--- config.mk ---
export PLATFORM = sky130hd
export DESIGN_NAME = crossing_period_meter
export DESIGN_NICKNAME = d
export VERILOG_FILES = /design/src/rtl/crossing_period_meter.sv
export SDC_FILE = /design/constraint.sdc
export NUM_CORES = 1
export LEC_CHECK = 0
export BUFFER_PORTS_ARGS = -buffer_cell sky130_fd_sc_hd__buf_2
export CAP_MARGIN = 30
export CORE_MARGIN = 8
export CORE_UTILIZATION = 37
export DETAILED_ROUTE_END_ITERATION = 7
export GPL_TIMING_DRIVEN = 0
export PLACE_DENSITY_LB_ADDON = 0.2
export SLEW_MARGIN = 15
export SYNTH_ARGS = -nofsm -noshare
export SYNTH_HDL_FRONTEND = slang
export SYNTH_SLANG_ARGS = --single-unit
--- constraint.sdc ---
create_clock -name clk -period 6 [get_ports clk]
set_input_delay 1.8 -clock clk [delete_from_list [all_inputs] [get_ports clk]]
set_output_delay 1.8 -clock clk [all_outputs]
set_load 0.005 [all_outputs]
--- src/rtl/crossing_period_meter.sv ---
// -----------------------------------------------------------------------------
// crossing_period_meter
//
// Measures the mean period of a signal from interpolated crossing events.
// Every accepted crossing is timestamped as {sample_cnt, t}: a free-running
// integer sample counter with the 8-bit fractional crossing offset appended.
// Over a window of 2^AVG_LOG2 consecutive periods the span between the window's
// first and last timestamp is divided by the period count (logical right shift,
// truncating). The result is an unsigned fixed-point period with 8 fractional
// bits. Windows run back to back: the crossing that closes one window opens the
// next.
//
// Optional feature (compile-time macro CROSSING_PERIOD_MEASURE_GLITCH_REJECT_EN):
//   when defined, a crossing arriving fewer than min_gap cycles after the last
//   accepted crossing is ignored. This suppresses noise-induced multiple
//   crossings. When undefined, every t_valid in ARM/MEAS is accepted and
//   min_gap is ignored.
//
// Parameters
//   CNT_W     width of the integer sample counter (longest window 2^CNT_W-1)
//   AVG_LOG2  a window covers 2^AVG_LOG2 periods, legal range 0..8
//
// Ports
//   clk           sample clock, one ADC sample per cycle
//   reset         synchronous, active-high
//   run           measurement enable; low forces IDLE on the next cycle
//   t             fractional crossing offset, units of 1/256 sample
//   t_valid       single-cycle strobe qualifying t
//   min_gap       minimum spacing of accepted crossings (glitch-reject builds)
//   period        mean period, CNT_W integer bits + 8 fractional bits
//   period_valid  one-cycle strobe qualifying period
//   timeout       one-cycle strobe when a window runs out of counter range
// -----------------------------------------------------------------------------
module crossing_period_meter #(
  parameter int CNT_W    = 24,
  parameter int AVG_LOG2 = 4
) (
  input  logic               clk,
  input  logic               reset,
  input  logic               run,
  input  logic [7:0]         t,
  input  logic               t_valid,
  input  logic [CNT_W-1:0]   min_gap,
  output logic [CNT_W+7:0]   period,
  output logic               period_valid,
  output logic               timeout
);

  localparam int TS_W = CNT_W + 8;
  // n_cnt must be able to hold 2^AVG_LOG2 itself, hence one extra bit.
  localparam int N_W = AVG_LOG2 + 1;
  localparam logic [N_W-1:0]   WIN_N   = N_W'(1) << AVG_LOG2;
  localparam logic [CNT_W-1:0] CNT_MAX = {CNT_W{1'b1}};

  typedef enum logic [1:0] {
    S_IDLE,
    S_ARM,
    S_MEAS
  } state_t;

  // Mean period over one window: modular span of the timestamps divided by
  // the number of periods, truncating. The span cannot alias because a window
  // is abandoned before it reaches 2^CNT_W samples.
  function automatic logic [TS_W-1:0] span_mean(input logic [TS_W-1:0] ts_now,
                                                input logic [TS_W-1:0] ts_old);
    logic [TS_W-1:0] span;
    span = ts_now - ts_old;
    return span >> AVG_LOG2;
  endfunction

  state_t           state;
  logic [CNT_W-1:0] sample_cnt;
  logic [CNT_W-1:0] win_cnt;
  logic [N_W-1:0]   n_cnt;
  logic [N_W-1:0]   n_next;
  logic [TS_W-1:0]  ts_ref;

  logic [TS_W-1:0]  ts_p0;
  logic             gap_ok;
  logic             win_full;
  logic             accept;
  logic             win_close;
  logic             ref_load;

  logic [TS_W-1:0]  period_p1;
  logic             vld_p1;
  logic             tmo_p1;

`ifdef CROSSING_PERIOD_MEASURE_GLITCH_REJECT_EN
  logic [CNT_W-1:0] gap_cnt;

  function automatic logic [CNT_W-1:0] sat_inc(input logic [CNT_W-1:0] x);
    return (x == CNT_MAX) ? x : x + 1'b1;
  endfunction

  assign gap_ok = (gap_cnt >= min_gap);

  // gap_cnt is cycles since the last accepted crossing. Outside a measurement
  // it rests saturated so the first crossing after arming is never rejected.
  always_ff @(posedge clk) begin
    if (reset || (state == S_IDLE)) begin
      gap_cnt <= CNT_MAX;
    end else if (accept) begin
      gap_cnt <= '0;
    end else begin
      gap_cnt <= sat_inc(gap_cnt);
    end
  end
`else
  logic unused_min_gap;

  assign unused_min_gap = ^min_gap;
  assign gap_ok         = 1'b1;
`endif

  // ---- stage p0: timestamp and acceptance decode ----
  assign ts_p0    = {sample_cnt, t};
  assign n_next   = n_cnt + 1'b1;
  // win_cnt lags the true cycle count by one, so hitting CNT_MAX here means
  // the window has lasted 2^CNT_W cycles: a crossing now would alias.
  assign win_full = (state == S_MEAS) && (win_cnt == CNT_MAX);
  // A timeout in the same cycle as a crossing discards the crossing.
  assign accept   = run && t_valid && gap_ok &&
                    ((state == S_ARM) || ((state == S_MEAS) && !win_full));
  assign win_close = accept && (state == S_MEAS) && (n_next == WIN_N);
  assign ref_load  = (accept && (state == S_ARM)) || win_close;

  // Reference timestamp is pure data; its value only matters once loaded.
  always_ff @(posedge clk) begin
    if (ref_load) begin
      ts_ref <= ts_p0;
    end
  end

  // Control state, counters and the registered result stage.
  always_ff @(posedge clk) begin
    if (reset) begin
      state      <= S_IDLE;
      sample_cnt <= '0;
      n_cnt      <= '0;
      win_cnt    <= '0;
      period_p1  <= '0;
      vld_p1     <= 1'b0;
      tmo_p1     <= 1'b0;
    end else begin
      sample_cnt <= sample_cnt + 1'b1;
      vld_p1     <= 1'b0;
      tmo_p1     <= 1'b0;

      if (!run) begin
        // Partial windows are dropped silently.
        state   <= S_IDLE;
        n_cnt   <= '0;
        win_cnt <= '0;
      end else begin
        case (state)
          S_IDLE: begin
            state   <= S_ARM;
            n_cnt   <= '0;
            win_cnt <= '0;
          end

          S_ARM: begin
            if (accept) begin
              state   <= S_MEAS;
              n_cnt   <= '0;
              win_cnt <= '0;
            end
          end

          S_MEAS: begin
            if (win_full) begin
              tmo_p1  <= 1'b1;
              state   <= S_ARM;
              n_cnt   <= '0;
              win_cnt <= '0;
            end else if (win_close) begin
              // ---- stage p1: subtract, shift, register ----
              period_p1 <= span_mean(ts_p0, ts_ref);
              vld_p1    <= 1'b1;
              n_cnt     <= '0;
              win_cnt   <= '0;
            end else begin
              if (accept) begin
                n_cnt <= n_next;
              end
              win_cnt <= win_cnt + 1'b1;
            end
          end

          default: begin
            state   <= S_IDLE;
            n_cnt   <= '0;
            win_cnt <= '0;
          end
        endcase
      end
    end
  end

  assign period       = period_p1;
  assign period_valid = vld_p1;
  assign timeout      = tmo_p1;

endmodule

==> flow_metrics.tcl <==
set metrics [dict create \
    cts_tree "built" \
    post-route-min-period_ns 4.04 \
    drt-pass1-iter-count 4 \
    synth-edff-count 32 \
    grt_overflow 0 \
    cts_buffer_depth 2 \
    path_depth 11 \
    yosysSeqAreaShare_pct 45.1 \
    dpl_worst_slack_ns 1.60 \
    dp_hpwl_mm 9.20 \
    synth_area_per_cell_um2 9.15 \
    final_cells 939 \
    place_area_um2 6430 \
    fmax_ghz 0.247 \
    n_fill_cell 1548 \
    postCtsSetupBuffers 0 \
    finalSetupTns_ns 0 \
    fin_ws_ns 1.96 \
    via_count 4649 \
    crit_end "period[17]" \
    dieArea_um2 20300 \
    die_x_um 142 \
    cp_cell_sequence "buf_2 -> ha_1 -> a21oi_1 -> o21ai_0 -> a221oi_2 -> o41ai_4 -> a221oi_2 -> o21ai_1 -> nand2_1 -> mux2_1 -> o22ai_1" \
    p_total_w 0.00185 \
    cp_data_required_time_ns 6.34 \
    grt_pass1_wl_mm 21.5 \
    clk_pin_slew_ns 0.05 \
    holdPathStages 2 \
    async_reset_ff_share_pct 0 \
    gp_congestion 0.784 \
    timing_hold_violations_final 0 \
    routed_via_density 4.95 \
    rsz0062_at_grt "no" \
    drive_gt1_share_pct 14.2 \
    finalSetupViolCount 0 \
    antenna_cells 0 \
    htreeDepth 4 \
    synth_ff_type "dfxtp_1" \
    synth.ff_latch_count 117 \
    startpoint_type "input port" \
    p_leak_nw 2.87 \
    worstSetupPathType "input port to register" \
    dp_cells 907 \
    final_area_um2 6980 \
    max_stage_delay_ns 0.40 \
    crit_start "t[7]" \
    end_kind "register" \
    cp.buffers_inverters 1 \
    p_per_area_nw_per_um2 264 \
    wl_mm 12.8 \
    vdd_drop_max_mv 0.190 \
    status "finished clean" \
    cp_data_arrival_time_ns 4.38 \
    fin_nets 780 \
    rr_worst_depth 11 \
    slew_viol_final 0 \
    netlist_area_um2 5910 \
    start_util_pct 37.5 \
    final_common_cell "dfxtp_1" \
    r2r_slack_ns 2.90 \
    worst_slew_pin_slew_ns 0.639 \
    grt_max_degree 21 \
    critPathTopFamily "compound AO/OA/AOI/OAI gates" \
    cts_sinks 117 \
    post_cts_resized 0 \
    clock_latency_ns 0.41 \
    ys_warn_count 0 \
    synthDistinctLibCells 66 \
    fp.dieH_um 142 \
    wl_per_cell_um 13.6 \
    antenna_found_initial 0 \
    reg2reg_from "win_cnt[0]" \
    cts-root-buf "clkbuf_16" \
    num_io_pins 70 \
    rows 46 \
    fin_crit_sh_pct 67.4 \
    first_iter_violations 221 \
    maxSlewHeadroom_pct 57.4 \
    hp-class "register to register" \
    ctsHoldBuffers 0 \
    drcViolationCount 0 \
    cp_max_fo 5 \
    area_growth_pct 18.2 \
    r2r_end "ts_ref[2]" \
    grt_usage_pct 13.4 \
    path_common_cell "a221oi_2" \
    max_cap_viol_count 0 \
    port_buffers 41 \
    synthCells 646 \
    critPathSlowestCell "a221oi_2" \
    numCtsBuffers 17 \
    layout_common_cells "dfxtp_1, nand2_1, nor2_1" \
    finClkSkew_ns 0.00652 \
    drtAntennaViolNets 0 \
    core_region_area_um2 15800 \
    grt_pass1_vias 4518 \
]
[final cells by class]
cell class	count	area, µm²	share of cell area (%)
well taps	216	270	3.87
repair buffers	42	233	3.33
multi-input cells	472	3000	43.0
plain buffers	18	110	1.58
inverters	42	158	2.26
flip-flops and latches	117	2660	38.1
clock buffers	20	437	6.25
clock inverters	12	114	1.63
[stage by stage]
step                      utilization, %  hold slack [ns]
after floorplan                        -            0.447
after detailed placement            40.8            0.443
final                               44.3            0.446
after global placement              40.6            0.436
after global routing                44.3            0.472
after CTS                           44.3            0.449
[worst register-to-register path: cells and delay by family, from the launching register on]
family | cells | cell delay [ns]
compound gates | 2 | 0.45
fa+ha+maj | 1 | 0.27
buf+inv | 3 | 0.74
flops | 1 | 0.38
simple gates | 5 | 1.01
[cell usage after synthesis (all sizes together), types with 2 or more instances]
cell type  count  area (µm²)
dfxtp         85        1700
a21o           7        52.6
mux2           2        22.5
nor3b          2        15.0
nand4         14         103
nor2          66         250
o41ai          2        43.8
clkbuf         3        11.3
nand3         29         145
nand3b         3        22.5
ha            34         425
and2           6        40.0
o21ai         30         154
and3          12        75.1
buf           15        98.8
o22ai          3        18.8
a221oi         2        30.0
inv           41         154
xor2          33         289
o31ai          2        20.0
o311ai         2        17.5
o21bai         2        15.0
a31oi          4        31.3
xnor2         22         193
or3            6        37.5
and4           3        28.8
a21oi         61         305
nor3          13        75.1
o21a           3        22.5
nand2         79         309
edfxtp        32         961
a311oi         4        35.0
nor2b          5        31.3
a22oi          4        30.0
[cells by family after synthesis]
family,share of synthesized area (%)
other cells,0.0635
flops,45.1
xor+xnor,8.15
compound gates,14.6
buf+inv,4.53
fa+ha+maj,7.20
simple gates,19.8
mux,0.551
[routing by layer]
layer  routed length, µm  global-route usage [%]  part of all wire [%]
met1                5990                    16.7                    47
met2                5880                    21.3                    46
met3                 635                    3.66                   5.0
met4                 264                    6.21                   2.1
met5                   0                       0                     0
[sequential cells by signal (all words and copies together), names as in the netlist]
signal,count
period,28
timeout,1
period_valid,1
ts_ref,32
win_cnt,24
state,2
sample_cnt,24
n_cnt,5
[worst min path at each step]
| stage | from | end |
|---|---|---|
| 2_1_floorplan | win_cnt[21] | win_cnt[21] |
| 3_3_place_gp | period[18] | period[18] |
| 3_5_place_dp | period[23] | period[23] |
| 4_1_cts | period[7] | period[7] |
| 5_1_grt | period[5] | period[5] |
| 6_report | period[23] | period[23] |
[power breakdown]
group	internal, W	switching [W]
sequential	0.000816	0.00000411
clock	0.000602	0.000347
combinational	0.0000283	0.0000496
Power figures use the tool's default switching activity.
